$ cat config.mk
export PLATFORM = sky130hd
export DESIGN_NAME = clk_div_ctrl
export DESIGN_NICKNAME = d
export VERILOG_FILES = /design/src/rtl/clk_div_ctrl.sv
export SDC_FILE = /design/constraint.sdc
export NUM_CORES = 1
export LEC_CHECK = 0
export CORE_ASPECT_RATIO = 1.4
export CORE_MARGIN = 5
export CORE_UTILIZATION = 47
export CTS_CLUSTER_DIAMETER = 200
export CTS_CLUSTER_SIZE = 14
export DETAILED_ROUTE_END_ITERATION = 12
export MAX_ROUTING_LAYER = met4
export PLACE_DENSITY = 0.77
export RECOVER_POWER = 50
export SLEW_MARGIN = 30
export SYNTH_ARGS = -nofsm -noshare
export SYNTH_HDL_FRONTEND = slang
export SYNTH_SLANG_ARGS = --single-unit
$ cat constraint.sdc
create_clock -name clk -period 3.01 [get_ports clk]
set_clock_uncertainty 0.15 [all_clocks]
set_input_delay 0.903 -clock clk [delete_from_list [all_inputs] [get_ports clk]]
set_output_delay 0.903 -clock clk [all_outputs]
set_load 0.01 [all_outputs]
$ cat src/rtl/clk_div_ctrl.sv
// Run/stop and reconfiguration controller for a toggle-type clock divider.
// New half-period values take effect only at a toggle boundary, so fout never produces a runt pulse.
module clk_div_ctrl #(
  parameter int          CNT_W    = 18,
  parameter int unsigned DEF_HALF = 249_999,
  parameter int unsigned MIN_HALF = 1
) (
  input  logic             clk,
  input  logic             rst,
  input  logic             run,
  input  logic             cfg_valid,
  input  logic [CNT_W-1:0] cfg_half,
  output logic             cfg_ready,
  output logic             cfg_err,
  output logic             fout,
  output logic             tick,
  output logic             busy,
  output logic [1:0]       dbg_state
);

  // Handshake: a config transfers on any rising clk edge where cfg_valid and cfg_ready are both 1.
  // The source holds cfg_half stable while cfg_valid is high. cfg_ready is low only while a value is pending.
  typedef enum logic [1:0] {IDLE = 2'd0, RUN = 2'd1, PEND = 2'd2} state_t;

  state_t           state, state_d;
  logic [CNT_W-1:0] count, count_d;
  logic [CNT_W-1:0] half, half_d;
  logic [CNT_W-1:0] pend, pend_d;
  logic             fout_d, tick_d, err_d;
  logic             accept, legal, toggle;

  assign accept    = cfg_valid & cfg_ready;
  assign legal     = (cfg_half >= CNT_W'(MIN_HALF));
  assign toggle    = (count == half);
  assign dbg_state = state;

  always_comb begin
    state_d = state;
    count_d = count;
    half_d  = half;
    pend_d  = pend;
    fout_d  = fout;
    tick_d  = 1'b0;
    err_d   = accept & ~legal;
    case (state)
      IDLE: begin
        if (accept && legal) half_d = cfg_half;
        if (run) begin
          state_d = RUN;
          count_d = '0;
        end
      end
      RUN: begin
        if (!run) begin
          // Stop wins over a simultaneous config, which is applied directly.
          state_d = IDLE;
          fout_d  = 1'b0;
          count_d = '0;
          if (accept && legal) half_d = cfg_half;
        end else begin
          if (toggle) begin
            count_d = '0;
            fout_d  = ~fout;
            tick_d  = ~fout;
          end else begin
            count_d = count + CNT_W'(1);
          end
          // A value accepted on a toggle edge waits for the following toggle.
          if (accept && legal) begin
            pend_d  = cfg_half;
            state_d = PEND;
          end
        end
      end
      PEND: begin
        if (!run) begin
          state_d = IDLE;
          fout_d  = 1'b0;
          count_d = '0;
          half_d  = pend;
        end else if (toggle) begin
          state_d = RUN;
          count_d = '0;
          fout_d  = ~fout;
          tick_d  = ~fout;
          half_d  = pend;
        end else begin
          count_d = count + CNT_W'(1);
        end
      end
      default: begin
        state_d = IDLE;
        count_d = '0;
        fout_d  = 1'b0;
      end
    endcase
  end

  always_ff @(posedge clk) begin
    if (rst) begin
      state     <= IDLE;
      count     <= '0;
      half      <= CNT_W'(DEF_HALF);
      pend      <= '0;
      fout      <= 1'b0;
      tick      <= 1'b0;
      cfg_err   <= 1'b0;
      cfg_ready <= 1'b1;
      busy      <= 1'b0;
    end else begin
      state     <= state_d;
      count     <= count_d;
      half      <= half_d;
      pend      <= pend_d;
      fout      <= fout_d;
      tick      <= tick_d;
      cfg_err   <= err_d;
      cfg_ready <= (state_d != PEND);
      busy      <= (state_d != IDLE);
    end
  end

endmodule
==> results of run 1 <==
-- cell usage in the layout (no fill, tap or decap), types with 3 or more instances in the layout --
cell,Yosys,final
buf_4,0,20
nand2_1,15,15
xnor2_1,22,22
dlygate4sd3_1,0,8
clkinv_2,0,3
xor2_1,13,13
clkbuf_1,8,3
inv_1,3,3
nor2_1,61,61
clkbuf_8,0,11
nand3_1,7,7
nor2b_1,20,20
dfxtp_1,61,61
clkdlybuf4s50_1,0,18
mux2_2,6,6
mux2i_1,36,36
nor3_1,5,5
ha_1,5,5
nand4_1,7,7
a21oi_1,3,3
a211oi_1,10,10
-- area by class of cell --
cell class | instances | area (sq um) | area share
inverters | 4 | 15.01 | 0.004090
clock buffers | 12 | 155.1 | 0.04226
multi-input cells | 237 | 1655 | 0.4509
clock inverters | 4 | 22.52 | 0.006135
well taps | 72 | 90.09 | 0.02454
repair buffers | 54 | 511.7 | 0.1394
flip-flops and latches | 61 | 1221 | 0.3327
-- cell families after synthesis --
| logic type | synth area share |
|---|---|
| DFF | 0.4108 |
| AOI/OAI and AO/OA | 0.06356 |
| xor gates and xnor gates | 0.1031 |
| and+or+nand+nor | 0.2113 |
| buffers and inverters | 0.03872 |
| adders and majority gates | 0.02104 |
| muxes | 0.1515 |
-- state kept, by name, summed over array words and instances, names as in the netlist --
name / cells
cfg_ready: 1
dbg_state: 2
fout: 1
tick: 1
cfg_err: 1
pend: 18
busy: 1
count: 18
half: 18
-- worst register-to-register path: cells and delay by family (launching register included) --
family	cells	cell delay (ns)
xor gates and xnor gates	1	0.16
muxes	1	0.30
DFF	1	0.43
and+or+nand+nor	3	0.96
AOI/OAI and AO/OA	1	0.25
buffers and inverters	1	0.16
-- report_power, final --
part,switching (mW),internal (mW),total [mW]
clock,0.316,0.340,0.655
combinational,0.0983,0.120,0.218
sequential,0.0207,0.837,0.858
-- worst paths after layout --
kind,slack [ns],to
max,0.09,cfg_ready$_SDFF_PP1_
min,0.35,pend[8]$_SDFFE_PP0P_
max reg2reg,0.49,half[4]$_SDFFE_PP0P_
min reg2reg,0.35,pend[8]$_SDFFE_PP0P_
-- layer usage --
metal,share of wire,global-route usage,vias up,wire (microns)
li1,-,-,1177,-
met1,0.41,0.1762,1085,2512
met2,0.54,0.2795,40,3341
met3,0.026,0.01820,13,163
met4,0.028,0.09091,0,171
met5,0,-,-,0
-- through the flow --
stage          utilization  power (mW)
2_1_floorplan            -       1.006
3_3_place_gp        0.5594       1.083
3_5_place_dp        0.5600       1.091
6_report            0.5951       1.732
4_1_cts             0.5888       1.741
5_1_grt             0.5951       1.806
==> implementation parameters, run 1 <==
Parameter                              Value

Synth
  Top cell type's share of synthesized area ... 0.4108
  Leading cell types by total area after synthesis ... dfxtp_1, mux2i_1, nor2_1
  Async set-reset flop share out of synthesis ... 0
  Post-synth net total ... 344
  Post-Syn Area ... 0.002973 sq mm
  Most used flip-flop cell after synthesis ... dfxtp_1
  Yosys top cell by area ... dfxtp_1
  Number of library cell types mapped by synthesis ... 44
  Number of enable flip-flop cells after synthesis ... 0
  Avg Synthesized Cell Area ... 9.378 sq um
  Synthesized flop and latch total ... 61
  Register area share after synthesis ... 0.4108
  Warning count from the yosys run ... 0
  Gate count of the mapped netlist ... 317
  Most frequent cells after synthesis ... dfxtp_1, nor2_1, mux2i_1

Clock network
  Clock latency reported for the late side of the worst-skew pair ... 0.33 ns
  Number of clock sinks ... 61
  Clock-pin slew on the worst setup and hold paths ... 0.07 ns
  Inserted Clock Buffers ... 9
  Post-CTS setup buffers ... 0
  Number of gates given a new drive strength after cts ... 0
  Maximum level of the CTS H-tree ... 3
  Worst-case clock buffer depth ... 2
  Cts hold-fix bufs ... 0
  Clock tree from TritonCTS ... done
  Master cell of the clock root buffer ... clkbuf_8

Pwr
  Worst IR drop on VDD ... 0.3084 mV
  Leakage power total ... 1.525 nW
  Cell area power density ... 471.7 mW/mm^2

Die
  I/O pin count ... 29
  Starting Density ... 0.4819
  Die Area ... 0.008038 sq mm
  Chip Width ... 77.22 microns
  Core ar. ... 0.006168 sq mm
  Site Rows ... 34
  Die height ... 104.1 microns

Placed design
  Detailed placement HPWL ... 4.592 mm
  Pre-CTS worst setup slack ... -0.2993 ns
  Cell count after placement ... 427
  Placed Area ... 0.003455 sq mm
  Final estimated routing congestion in global placement ... 0.8545
  Count of input and output buffers ... 28

GRT
  Aggregate global routing overflow ... 0
  All-layer global routing usage ... 0.1616
  Number of antenna violations at the first check in global routing ... 0
  Pin count of the biggest net entering global routing ... 31
  Vias in the first global route ... 2316
  Global-route wire length before repair ... 10.34 mm

Finish
  Antenna cells ... 0
  Final Instance Area ... 0.003671 sq mm
  Number of standard cells in the layout, taps in and fillers out ... 444
  Net count, final ... 394
  Fraction of layout instances using a drive strength above 1 ... 0.1532
  Filler cells ... 508
  Area grow syn2layout ... 23.48%

STA
  Fraction of the cycle the final worst path needs ... 0.9695
  Setup total negative slack ... 0 ns
  Normalized max-slew margin ... 0.5223
  Max Fclk ... 342.7 MHz
  RSZ-0062 raised after global routing ... no
  PnR worst setup slack ... 0.09194 ns
  Final Slew Violations ... 0
  Post-Route Hold Slack ... 0.3525 ns
  Count of endpoints failing setup in the final report ... 0
  Pin slew with the least headroom to its limit ... 0.7160 ns
  Final critical delay including setup and external delays ... 2.918 ns
  Hold violation count in the final report ... 0

Setup path
  Origin of the worst setup path ... cfg_half[0]
  Slowest cell on the critical path ... or4_4
  Required time at the endpoint of the critical path ... 3.14 ns
  Number of logic stages on the critical path including buffering ... 9
  Crit path launch type ... input port
  Number of buffer and inverter stages on the critical path ... 4
  Type of the setup path with the least slack ... in2reg
  Family with the most delay on the worst path ... simple AND/OR/NAND/NOR gates
  Signal arrival time at the worst endpoint ... 3.05 ns
  FF-to-FF Start ... count[8]$_SDFFE_PP0P_
  Maximum fanout encountered on the critical timing path ... 4
  Worst reg-to-reg path cell count ... 7
  Delay contributed by the slowest stage of the critical path ... 0.57 ns
  Setup crit end kind ... register
  Cell-by-cell trace of the critical path ... clkdlybuf4s50_1 -> or4_4 -> nor4_4 -> clkbuf_1 -> a211o_4 -> buf_4 -> inv_2 -> o221a_2 -> nand2_1

Drt
  Number of vias per cell ... 5.214
  Final routed DRC violation total ... 0
  DRT Pass-1 Iters ... 4
  Drt initial violations ... 134
  Routed wire length ... 6.188 mm
  Total via count after detailed routing ... 2315
  Average wire length per cell after detail routing ... 13.94 microns
  Post-DRT Antenna Nets ... 0

Hold path
  Hold Crit Class ... reg2reg
  Cell count of the worst hold path ... 2
  HP Start ... pend[8]$_SDFFE_PP0P_

Job
  Max_cap viols ... 0

Outcome
  Result of the run ... finished clean
Note: power is estimated with default switching activity, not from simulation.
==> inputs of run 2 (changes only) <==
--- a/config.mk
+++ b/config.mk
@@ -18,3 +18,4 @@
 export SYNTH_ARGS = -nofsm -noshare
 export SYNTH_HDL_FRONTEND = slang
 export SYNTH_SLANG_ARGS = --single-unit
+export TNS_END_PERCENT = 30
==> results of run 2 <==
Same layout as run 1: the final DEF is identical, and so are final timing and power.
==> inputs of run 3 (changes only) <==
--- a/config.mk
+++ b/config.mk
@@ -14,6 +14,7 @@
 export MAX_ROUTING_LAYER = met4
 export PLACE_DENSITY = 0.77
 export RECOVER_POWER = 50
+export SKIP_CTS_REPAIR_TIMING = 1
 export SLEW_MARGIN = 30
 export SYNTH_ARGS = -nofsm -noshare
 export SYNTH_HDL_FRONTEND = slang
==> results of run 3 <==
Same layout as run 1: the final DEF is identical, and so are final timing and power.
